==> src/rtl/ctrl_decode_pipe.sv <==
// Instruction decode stage: combinational RV32I(+M) control decode into a 2-entry FIFO,
// with valid/ready handshakes on both sides and a saturating illegal-instruction counter.
module ctrl_decode_pipe #(
  parameter int ENABLE_M  = 0,
  parameter int ALU_SEL_W = 4 + ENABLE_M
) (
  input  logic                 clk_i,
  input  logic                 rst_i,
  input  logic [31:0]          inst_i,
  input  logic                 in_valid_i,
  output logic                 in_ready_o,
  output logic                 out_valid_o,
  input  logic                 out_ready_i,
  input  logic                 flush_i,
  output logic                 RegWEn_o,
  output logic                 MemRW_o,
  output logic [ALU_SEL_W-1:0] AluSel_o,
  output logic [2:0]           ImmSel_o,
  output logic                 BSel_o,
  output logic [31:0]          inst_o,
  output logic                 illegal_o,
  output logic [7:0]           illegal_cnt_o
);

  typedef struct packed {
    logic [31:0]          inst;
    logic                 illegal;
    logic                 regwen;
    logic                 memrw;
    logic [ALU_SEL_W-1:0] alusel;
    logic [2:0]           immsel;
    logic                 bsel;
  } entry_t;

  logic [6:0] opcode;
  logic [2:0] funct3;
  logic [6:0] funct7;
  entry_t     dec;

  assign opcode = inst_i[6:0];
  assign funct3 = inst_i[14:12];
  assign funct7 = inst_i[31:25];

  // Decoded fields default to the illegal/idle encoding; each legal opcode overrides.
  always_comb begin
    dec         = '0;
    dec.inst    = inst_i;
    dec.immsel  = 3'd7;
    case (opcode)
      7'b0110011: begin
        if (funct7 == 7'b0000000 ||
            (funct7 == 7'b0100000 && (funct3 == 3'b000 || funct3 == 3'b101))) begin
          dec.regwen = 1'b1;
          dec.alusel = ALU_SEL_W'({1'b0, funct7[5], funct3});
        end else if (ENABLE_M != 0 && funct7 == 7'b0000001) begin
          dec.regwen = 1'b1;
          dec.alusel = ALU_SEL_W'({2'b10, funct3});
        end else begin
          dec.illegal = 1'b1;
        end
      end
      7'b0010011: begin
        dec.regwen = 1'b1;
        dec.bsel   = 1'b1;
        dec.immsel = 3'd0;
        dec.alusel = ALU_SEL_W'({1'b0, (funct3 == 3'b101) & funct7[5], funct3});
      end
      7'b0000011, 7'b1100111: begin
        dec.regwen = 1'b1;
        dec.bsel   = 1'b1;
        dec.immsel = 3'd0;
      end
      7'b0100011: begin
        dec.memrw  = 1'b1;
        dec.bsel   = 1'b1;
        dec.immsel = 3'd1;
      end
      7'b1100011: begin
        dec.immsel = 3'd2;
      end
      7'b0110111: begin
        dec.regwen = 1'b1;
        dec.bsel   = 1'b1;
        dec.immsel = 3'd3;
        dec.alusel = ALU_SEL_W'(5'b01111);
      end
      7'b0010111: begin
        dec.regwen = 1'b1;
        dec.bsel   = 1'b1;
        dec.immsel = 3'd3;
      end
      7'b1101111: begin
        dec.regwen = 1'b1;
        dec.bsel   = 1'b1;
        dec.immsel = 3'd4;
      end
      default: dec.illegal = 1'b1;
    endcase
  end

  entry_t     fifo_q [2];
  logic [1:0] count_q;
  logic       wr_ptr_q;
  logic       rd_ptr_q;
  logic       push;
  logic       pop;
  entry_t     head;

  assign in_ready_o  = (count_q != 2'd2);
  assign out_valid_o = (count_q != 2'd0);
  assign push        = in_valid_i & in_ready_o & ~flush_i;
  assign pop         = out_valid_o & out_ready_i & ~flush_i;

  always_ff @(posedge clk_i or posedge rst_i) begin
    if (rst_i) begin
      count_q       <= 2'd0;
      wr_ptr_q      <= 1'b0;
      rd_ptr_q      <= 1'b0;
      illegal_cnt_o <= 8'd0;
    end else begin
      if (flush_i) begin
        count_q  <= 2'd0;
        wr_ptr_q <= 1'b0;
        rd_ptr_q <= 1'b0;
      end else begin
        if (push) wr_ptr_q <= ~wr_ptr_q;
        if (pop)  rd_ptr_q <= ~rd_ptr_q;
        case ({push, pop})
          2'b10:   count_q <= count_q + 2'd1;
          2'b01:   count_q <= count_q - 2'd1;
          default: count_q <= count_q;
        endcase
      end
      if (push && dec.illegal && illegal_cnt_o != 8'hFF)
        illegal_cnt_o <= illegal_cnt_o + 8'd1;
    end
  end

  // Payload storage needs no reset: it is only visible through the count-gated head mux.
  always_ff @(posedge clk_i) begin
    if (push) fifo_q[wr_ptr_q] <= dec;
  end

  always_comb begin
    head        = '0;
    head.immsel = 3'd7;
    if (out_valid_o) head = fifo_q[rd_ptr_q];
  end

  assign RegWEn_o  = head.regwen;
  assign MemRW_o   = head.memrw;
  assign AluSel_o  = head.alusel;
  assign ImmSel_o  = head.immsel;
  assign BSel_o    = head.bsel;
  assign inst_o    = head.inst;
  assign illegal_o = head.illegal;

endmodule

==> config.mk <==
export PLATFORM = sky130hd
export DESIGN_NAME = ctrl_decode_pipe
export DESIGN_NICKNAME = d
export VERILOG_FILES = /design/src/rtl/ctrl_decode_pipe.sv
export SDC_FILE = /design/constraint.sdc
export NUM_CORES = 1
export LEC_CHECK = 0
export BUFFER_PORTS_ARGS = -buffer_cell sky130_fd_sc_hd__buf_2
export CORE_ASPECT_RATIO = 0.5
export CORE_UTILIZATION = 35
export CTS_CLUSTER_DIAMETER = 60
export CTS_CLUSTER_SIZE = 8
export DETAILED_ROUTE_END_ITERATION = 10
export PLACE_DENSITY = 0.53
export SYNTH_ARGS = -nofsm -noshare
export SYNTH_HDL_FRONTEND = slang
export SYNTH_SLANG_ARGS = --single-unit
==> constraint.sdc <==
create_clock -name clk_i -period 3.6 [get_ports clk_i]
set_clock_uncertainty 0.2 [all_clocks]
set_input_delay 0.18 -clock clk_i [delete_from_list [all_inputs] [get_ports clk_i]]
set_output_delay 0.18 -clock clk_i [all_outputs]
set_load 0.005 [all_outputs]
==> results of run 1 <==
-- synthesized netlist by cell type, drive strengths merged, types with 2 or more instances --
| cell | n | area share [%] |
|---|---|---|
| nor4 | 3 | 0.45 |
| and2 | 2 | 0.30 |
| and3 | 2 | 0.30 |
| nand2 | 13 | 1.2 |
| buf | 4 | 0.39 |
| a21oi | 9 | 1.1 |
| mux2i | 43 | 10 |
| o32a | 2 | 0.48 |
| nand4 | 3 | 0.45 |
| edfxtp | 86 | 62 |
| xor2 | 4 | 0.84 |
| nand3 | 9 | 1.1 |
| inv | 2 | 0.18 |
| mux2 | 3 | 0.90 |
| nand2b | 5 | 0.75 |
| xnor2 | 3 | 0.63 |
| nor2 | 59 | 5.3 |
| nor2b | 4 | 0.60 |
| nand3b | 2 | 0.36 |
| dfrtp | 12 | 7.2 |
| nor3b | 4 | 0.84 |
| clkbuf | 6 | 0.54 |
| o21ai | 7 | 0.93 |
-- final cells by class --
type	instances	area share, %
multi-input cells	191	23.14
repair buffers	130	15.41
inverters	2	0.1372
clock inverters	6	0.7775
flip-flops and latches	98	52.71
clock buffers	10	4.185
well taps	159	3.636
-- worst max-delay path: cells and delay by family --
family / cells / cell delay, ns
AO/OA/AOI/OAI: 1 / 0.32
buffers and inverters: 2 / 0.73
multiplexers: 1 / 0.32
AND/OR/NAND/NOR: 4 / 0.89
-- sequential cells by signal (all words and copies together) (netlist names) --
register       cells
rd_ptr_q           1
illegal_cnt_o      8
fifo_q            86
count_q            2
wr_ptr_q           1
-- report_power, final --
part	total [W]	switching, W	internal (W)	leakage (nW)
sequential	0.00138	0.0000666	0.00132	0.948
combinational	0.000393	0.000198	0.000196	1.00
clock	0.000866	0.000396	0.000470	0.130
-- how the worst max path moves through the flow --
stage / to / slack (ns) / cells past startpoint
after floorplan: fifo_q[0][0] / 0.42 / 3
after global placement: fifo_q[1][22] / 1.44 / 5
after detailed placement: fifo_q[1][22] / 1.38 / 5
after CTS: illegal_cnt_o[6] / 1.21 / 8
after global routing: illegal_cnt_o[6] / 1.00 / 8
final: illegal_cnt_o[6] / 1.17 / 8
-- logic make-up (layout without fill, tap and decap cells) --
logic type | Yosys count | in the layout
buffers and inverters | 12 | 148
XOR/XNOR | 7 | 7
flip-flops | 98 | 98
multiplexers | 46 | 46
AND/OR/NAND/NOR | 114 | 114
adder cells (fa/ha/maj) | 1 | 1
AO/OA/AOI/OAI | 23 | 23
-- what timing repair did --
action                    4_1_cts  5_1_grt
hold endpoints to repair       80        0
gates resized for setup         0        0
hold buffers                   36        0
-- routing by layer --
metal | routed length [um] | GRT usage, % | vias up | part of all wire, %
li1 | - | - | 1373 | -
met1 | 4160 | 19.55 | 1349 | 47
met2 | 4329 | 25.58 | 47 | 49
met3 | 337 | 4.258 | 5 | 3.8
met4 | 55 | 4.706 | 0 | 0.62
met5 | 0 | 0 | - | 0
-- per-stage QoR --
step / total power [W] / util [%] / setup slack, ns / hold slack (ns) / cell area, um^2
floorplan: 0.001604 / - / 0.4247 / -0.1553 / 4179
global placement: 0.001766 / 42.76 / 1.436 / 0.01305 / 4840
detailed placement: 0.001777 / 42.76 / 1.382 / 0.03589 / 4840
CTS: 0.002677 / 48.35 / 1.208 / 0.2212 / 5472
global route: 0.002768 / 48.35 / 1.004 / 0.2327 / 5472
finish: 0.002643 / 48.35 / 1.169 / 0.2013 / 5472
==> run_results.csv, run 1 <==
group,metric,value,unit
setup_path,crit_slowest_cell,"dlygate4sd3_1",
global_routing,overflow,0,
floorplan,die_w,156.5,um
global_routing,track_usage,15.36,%
routing,ant_nets,0,
place,dp.final_hpwl,6010,um
synthesis,synth_area_per_cell,13.88,um^2
finish,final_common_cell,"buf_2",
synthesis,synth_flop_cell,"edfxtp_1",
routing,dr.pass1.iters,4,
synthesis,yosys_warnings,0,
clock_tree,cts.sinks,98,
synthesis,synthAdderAreaFrac,0.2994,%
timing,setup_tns,0,ns
finish,drive_gt1_share,27.00,%
run_status,status,"finished, final reports clean",
setup_path,rr_worst_depth,6,
timing,max_freq,0.4114,GHz
floorplan,rows,27,
timing,fin_crit,2.431,ns
setup_path,cp-end-kind,"flop",
clock_tree,clockRootBuffer,"clkbuf_16",
synthesis,syn_nets,339,
floorplan,io_pins,90,
job,maxCapViolCount,0,
clock_tree,clock_latency,0.33,ns
floorplan,core,11320,um^2
setup_path,rr_startpoint,"count_q[0]",
timing,period_share,67.52,%
setup_path,path_max_fanout,11,
timing,hold_viol,0,
finish,final_cells,596,
synthesis,synth_compound_area_share,3.653,%
finish,nFillCells,1017,
routing,dr_total_vias,2774,
clock_tree,clk_pin_slew,0.06,ns
global_routing,grt_max_degree,44,
finish,multi_input_area,1266,um^2
finish,seq_area,2884,um^2
synthesis,async_flop_share,12.24,%
setup_path,worstPathCellList,"dlygate4sd3_1 -> buf_2 -> or3_4 -> nor2_1 -> nand4_1 -> a22o_4 -> nand4_1 -> mux2_1",
setup_path,crit_start,"inst_i[6]",
setup_path,max_stage_delay,0.55,ns
place,dp_cells,544,
synthesis,synth-simple-area-share,13.29,%
global_routing,antenna_found_initial,0,
setup_path,worst_r2r_endpoint,"illegal_cnt_o[5]",
floorplan,start_util,36.93,%
synthesis,synth_mux_area_share,11.20,%
finish,area_growth_syn_to_layout,30.93,%
finish,fin_nets,470,
synthesis,ys_seq_area_share,68.98,%
place,gp_congestion,0.8465,
setup_path,critPathLaunchType,"input pin",
timing,worst_pin_slew,0.6062,ns
pwr,power.density,483.1,nW/um^2
routing,wire_per_inst,14.90,um
clock_tree,numCtsBuffers,9,
floorplan,die-height,79.27,um
finish,final_cell_mix,"89 x buf_2, 86 x edfxtp_1, 57 x nor2_1",
synthesis,synth-edff-count,86,
floorplan,die_area,12410,um^2
timing,finalMaxSlewViolations,0,
pwr,ir_drop,0.2404,mV
synthesis,synthCells,301,
min_path,hold_class,"input pin to async pin",
synthesis,syn-cell-area,4179,um^2
global_routing,grt_first_pass_wirelength,14190,um
clock_tree,cts.htree.levels,3,
clock_tree,clk_path_buf_depth,2,
setup_path,crit_top_cell,"nand4_1",
synthesis,synthDistinctLibCells,41,
global_routing,grt_pass1_vias,2812,
setup_path,crit_arrival,2.45,ns
setup_path,worst-endpoint-required,3.62,ns
timing,rsz0062_at_grt,"no",
timing,max-slew-margin-rel,59.59,%
place,port_buffers,89,
clock_tree,cts_setup_buffers,0,
routing,drc,0,
setup_path,critical_path_class,"input pin to flop",
synthesis,synth_xor_area_share,1.467,%
synthesis,synth_top_family_by_area,"simple AND/OR/NAND/NOR gates",
synthesis,ys_ff_latch,98,
timing,setup_viol,0,
pwr,p_leak,2.082,nW
finish,num_antenna_cells,0,
routing,viasPerCell,4.654,
clock_tree,tritoncts,"yes",
routing,routed_wl,8882,um
routing,drtIter0Drc,139,
setup_path,r2r_slack,1.43,ns
Power figures use the tool's default switching activity.
==> run 2: changes to the inputs <==
ABC_AREA = 1   (was default)
clock period = 2.5 ns   (was 3.6 ns; I/O delays follow)
==> run 2 against run 1 <==
Clock-buffer cell count did not move. Combinational power rose to 3.8 times the previous value. Non-clock buffer count grew 5. Clock power rose by 42%. Flip-flop and latch count unchanged. Sequential power grew 49%. Global-route usage up 0.65 points. Final cell count increased by 14%. Critical path depth decreased by 3. Routed wire length rose by 4.5%. Hold slack worse by 0.12 ns.
==> run_results.csv, run 2 <==
group,metric,value,unit
run_status,status,"finished, final reports clean",
pwr,p_int,0.003218,W
global_routing,grt_first_pass_wirelength,14930,um
timing,period_share,80.75,%
finish,final_core_util,48.79,%
clock_tree,clockRootBuffer,"clkbuf_16",
routing,wire_per_inst,13.68,um
global_routing,antenna_found_initial,0,
setup_path,max_stage_delay,0.41,ns
floorplan,start_util,37.11,%
place,port_buffers,89,
place,dp.final_hpwl,5828,um
setup_path,crit_arrival,1.69,ns
finish,largest_reg_flops,86,
synthesis,synth_area_leaders,"edfxtp_1 61%, nand2_1 11%, dfrtp_1 7.1%, a21oi_1 5.2%, inv_1 2.1%",
timing,finalMaxSlewViolations,0,
place,gp_congestion,0.8200,
synthesis,async_flop_share,12.24,%
clock_tree,clk_path_buf_depth,2,
routing,dr_total_vias,3087,
setup_path,cp-end-kind,"output port",
finish,final_cell_mix,"127 x nand2_1, 89 x buf_2, 86 x edfxtp_1",
floorplan,io_pins,90,
clock_tree,cts.sinks,98,
place,dp_cells,628,
pwr,p_clk_share,25.7,%
synthesis,ys_seq_area_share,68.63,%
job,maxCapViolCount,0,
timing,max-slew-margin-rel,66.05,%
finish,nFillCells,1066,
min_path,hold_class,"input pin to flop",
pwr,pwr-share-comb,31.2,%
setup_path,crit_slowest_cell,"dfrtp_2",
global_routing,grt_max_degree,44,
clock_tree,postCtsResizedCells,0,
clock_tree,numCtsBuffers,9,
setup_path,critPathLaunchType,"flop",
synthesis,synth-edff-count,86,
timing,setup_tns,0,ns
clock_tree,clk_pin_slew,0.07,ns
synthesis,synth_flop_cell,"edfxtp_1",
timing,worst_pin_slew,0.5093,ns
routing,dr.pass1.iters,4,
timing,rsz0062_at_grt,"no",
setup_path,worst-endpoint-required,2.17,ns
timing,max_freq,0.4954,GHz
clock_tree,postCtsHoldBufs,37,
routing,wl_met2,4351,um
clock_tree,cts_setup_buffers,0,
pwr,ir_drop,0.3220,mV
finish,area_growth_syn_to_layout,31.46,%
floorplan,die-height,79.46,um
global_routing,overflow,0,
setup_path,path_max_fanout,25,
finish,drive_gt1_share,25.77,%
global_routing,track_usage,16.01,%
synthesis,ys_ff_latch,98,
timing,hold_viol,0,
finish,num_antenna_cells,0,
synthesis,yosys_warnings,0,
pwr,switching_share,32.56,%
floorplan,die_area,12470,um^2
finish,fin_nets,555,
synthesis,synthMostInstantiatedCell,"nand2_1",
setup_path,worstPathCellList,"inv_2 -> buf_12 -> nand2_1 -> a21oi_1 -> buf_2",
clock_tree,clock_latency,0.34,ns
place,placed_area,4893,um^2
routing,drtIter0Drc,144,
synthesis,syn-cell-area,4200,um^2
routing,drc,0,
pwr,power_frac_seq,43.1,%
finish,final_common_cell,"nand2_1",
timing,setup_viol,0,
routing,ant_nets,0,
synthesis,synth_area_per_cell,10.88,um^2
synthesis,yosysTopAreaCell,"edfxtp_1",
global_routing,grt_pass1_vias,2985,
pwr,p_switching,0.001554,W
routing,routedLengthMet1,4480,um
timing,fin_crit,2.019,ns
finish,fin_area,5522,um^2
finish,reg_top3,"fifo_q x86, illegal_cnt_o x8, count_q x2",
synthesis,netlist.area_leader.share,61.48,%
floorplan,rows,27,
routing,routed_wl,9286,um
synthesis,synthTopCellsByCount,"127 x nand2_1, 86 x edfxtp_1, 44 x a21oi_1",
setup_path,critical_path_class,"flop to output port",
pwr,p_leak,2.288,nW
routing,wl_met3,356,um
synthesis,synthDistinctLibCells,28,
synthesis,synthCells,386,
finish,final_cells,679,
clock_tree,cts.htree.levels,3,
finish,regMostFlops,"fifo_q",
clock_tree,tritoncts,"yes",
floorplan,die_w,156.9,um
synthesis,syn_nets,424,
routing,top_layer_used,"met4",
pwr,power.density,864.3,nW/um^2
floorplan,core,11320,um^2
routing,viasPerCell,4.546,
[run 2: cell types whose count changed after synthesis, sizes merged, moves of 4 or more]
cell,before,now
nand2,13,128
mux2i,43,0
a21oi,9,44
nor2,59,26
inv,2,27
nand3,9,19
clkbuf,6,14
nand4,3,9
nand2b,5,0
nor2b,4,0
nor3b,4,0
[run 2: final timing paths]
check | slack, ns | from | cells after the start | endpoint
min | 0.08 | out_ready_i | 6 | count_q[1]
max | 0.48 | rd_ptr_q | 5 | MemRW_o
max in group asynchronous | 1.57 | rst_i | 3 | rd_ptr_q
max reg2reg | 0.58 | illegal_cnt_o[0] | 9 | illegal_cnt_o[7]
min reg2reg | 0.32 | illegal_cnt_o[7] | 2 | illegal_cnt_o[7]
min in group asynchronous | 0.15 | rst_i | 3 | illegal_cnt_o[1]
[run 2: power groups by stage]
stage | Combinational [W] | Clock, W | Sequential (W)
global placement | 0.00146 | 0 | 0.00209
detailed placement | 0.00147 | 0 | 0.00209
global route | 0.00170 | 0.00132 | 0.00208
CTS | 0.00153 | 0.00127 | 0.00206
finish | 0.00149 | 0.00123 | 0.00206
floorplan | 0.000760 | 0 | 0.00208
[run 2: critical path, delay by kind of cell, from the launching register on]
family,cells,cell delay (ns)
buf+inv,3,0.69
flops,1,0.41
compound gates,1,0.17
simple gates,1,0.07
[run 2: kinds of logic after synthesis]
family	count (synthesis)	synth area share (%)
flops	98	68.63
fa+ha+maj	1	0.2978
compound gates	54	6.792
xor+xnor	4	0.8342
simple gates	186	19.33
buf+inv	43	4.111
[run 2: metal layers]
| layer | vias up | track usage [%] |
|---|---|---|
| met4 | 0 | 5.098 |
| li1 | 1567 | - |
| met3 | 9 | 4.126 |
| met1 | 1448 | 21.01 |
| met5 | - | 0 |
| met2 | 63 | 26.00 |
[run 2: per-stage QoR]
step / setup WS (ns) / total power (W) / hold slack [ns]
after global placement: 0.6351 / 0.003549 / -0.01159
after floorplan: -0.07586 / 0.002835 / -0.2103
after global routing: 0.2983 / 0.005100 / 0.1535
final: 0.4812 / 0.004772 / 0.07965
after CTS: 0.4100 / 0.004852 / 0.07093
after detailed placement: 0.5654 / 0.003562 / -0.01552
[run 2: cell type report]
| type | count | area, um^2 | share of cell area, % |
|---|---|---|---|
| inverter | 28 | 105.1 | 1.903 |
| multi-input combinational | 245 | 1167 | 21.14 |
| timing repair buffer | 135 | 908.4 | 16.45 |
| sequential | 98 | 2884 | 52.23 |
| clock inverter | 4 | 28.78 | 0.5212 |
| tap | 159 | 198.9 | 3.603 |
| clock buffer | 10 | 229.0 | 4.147 |
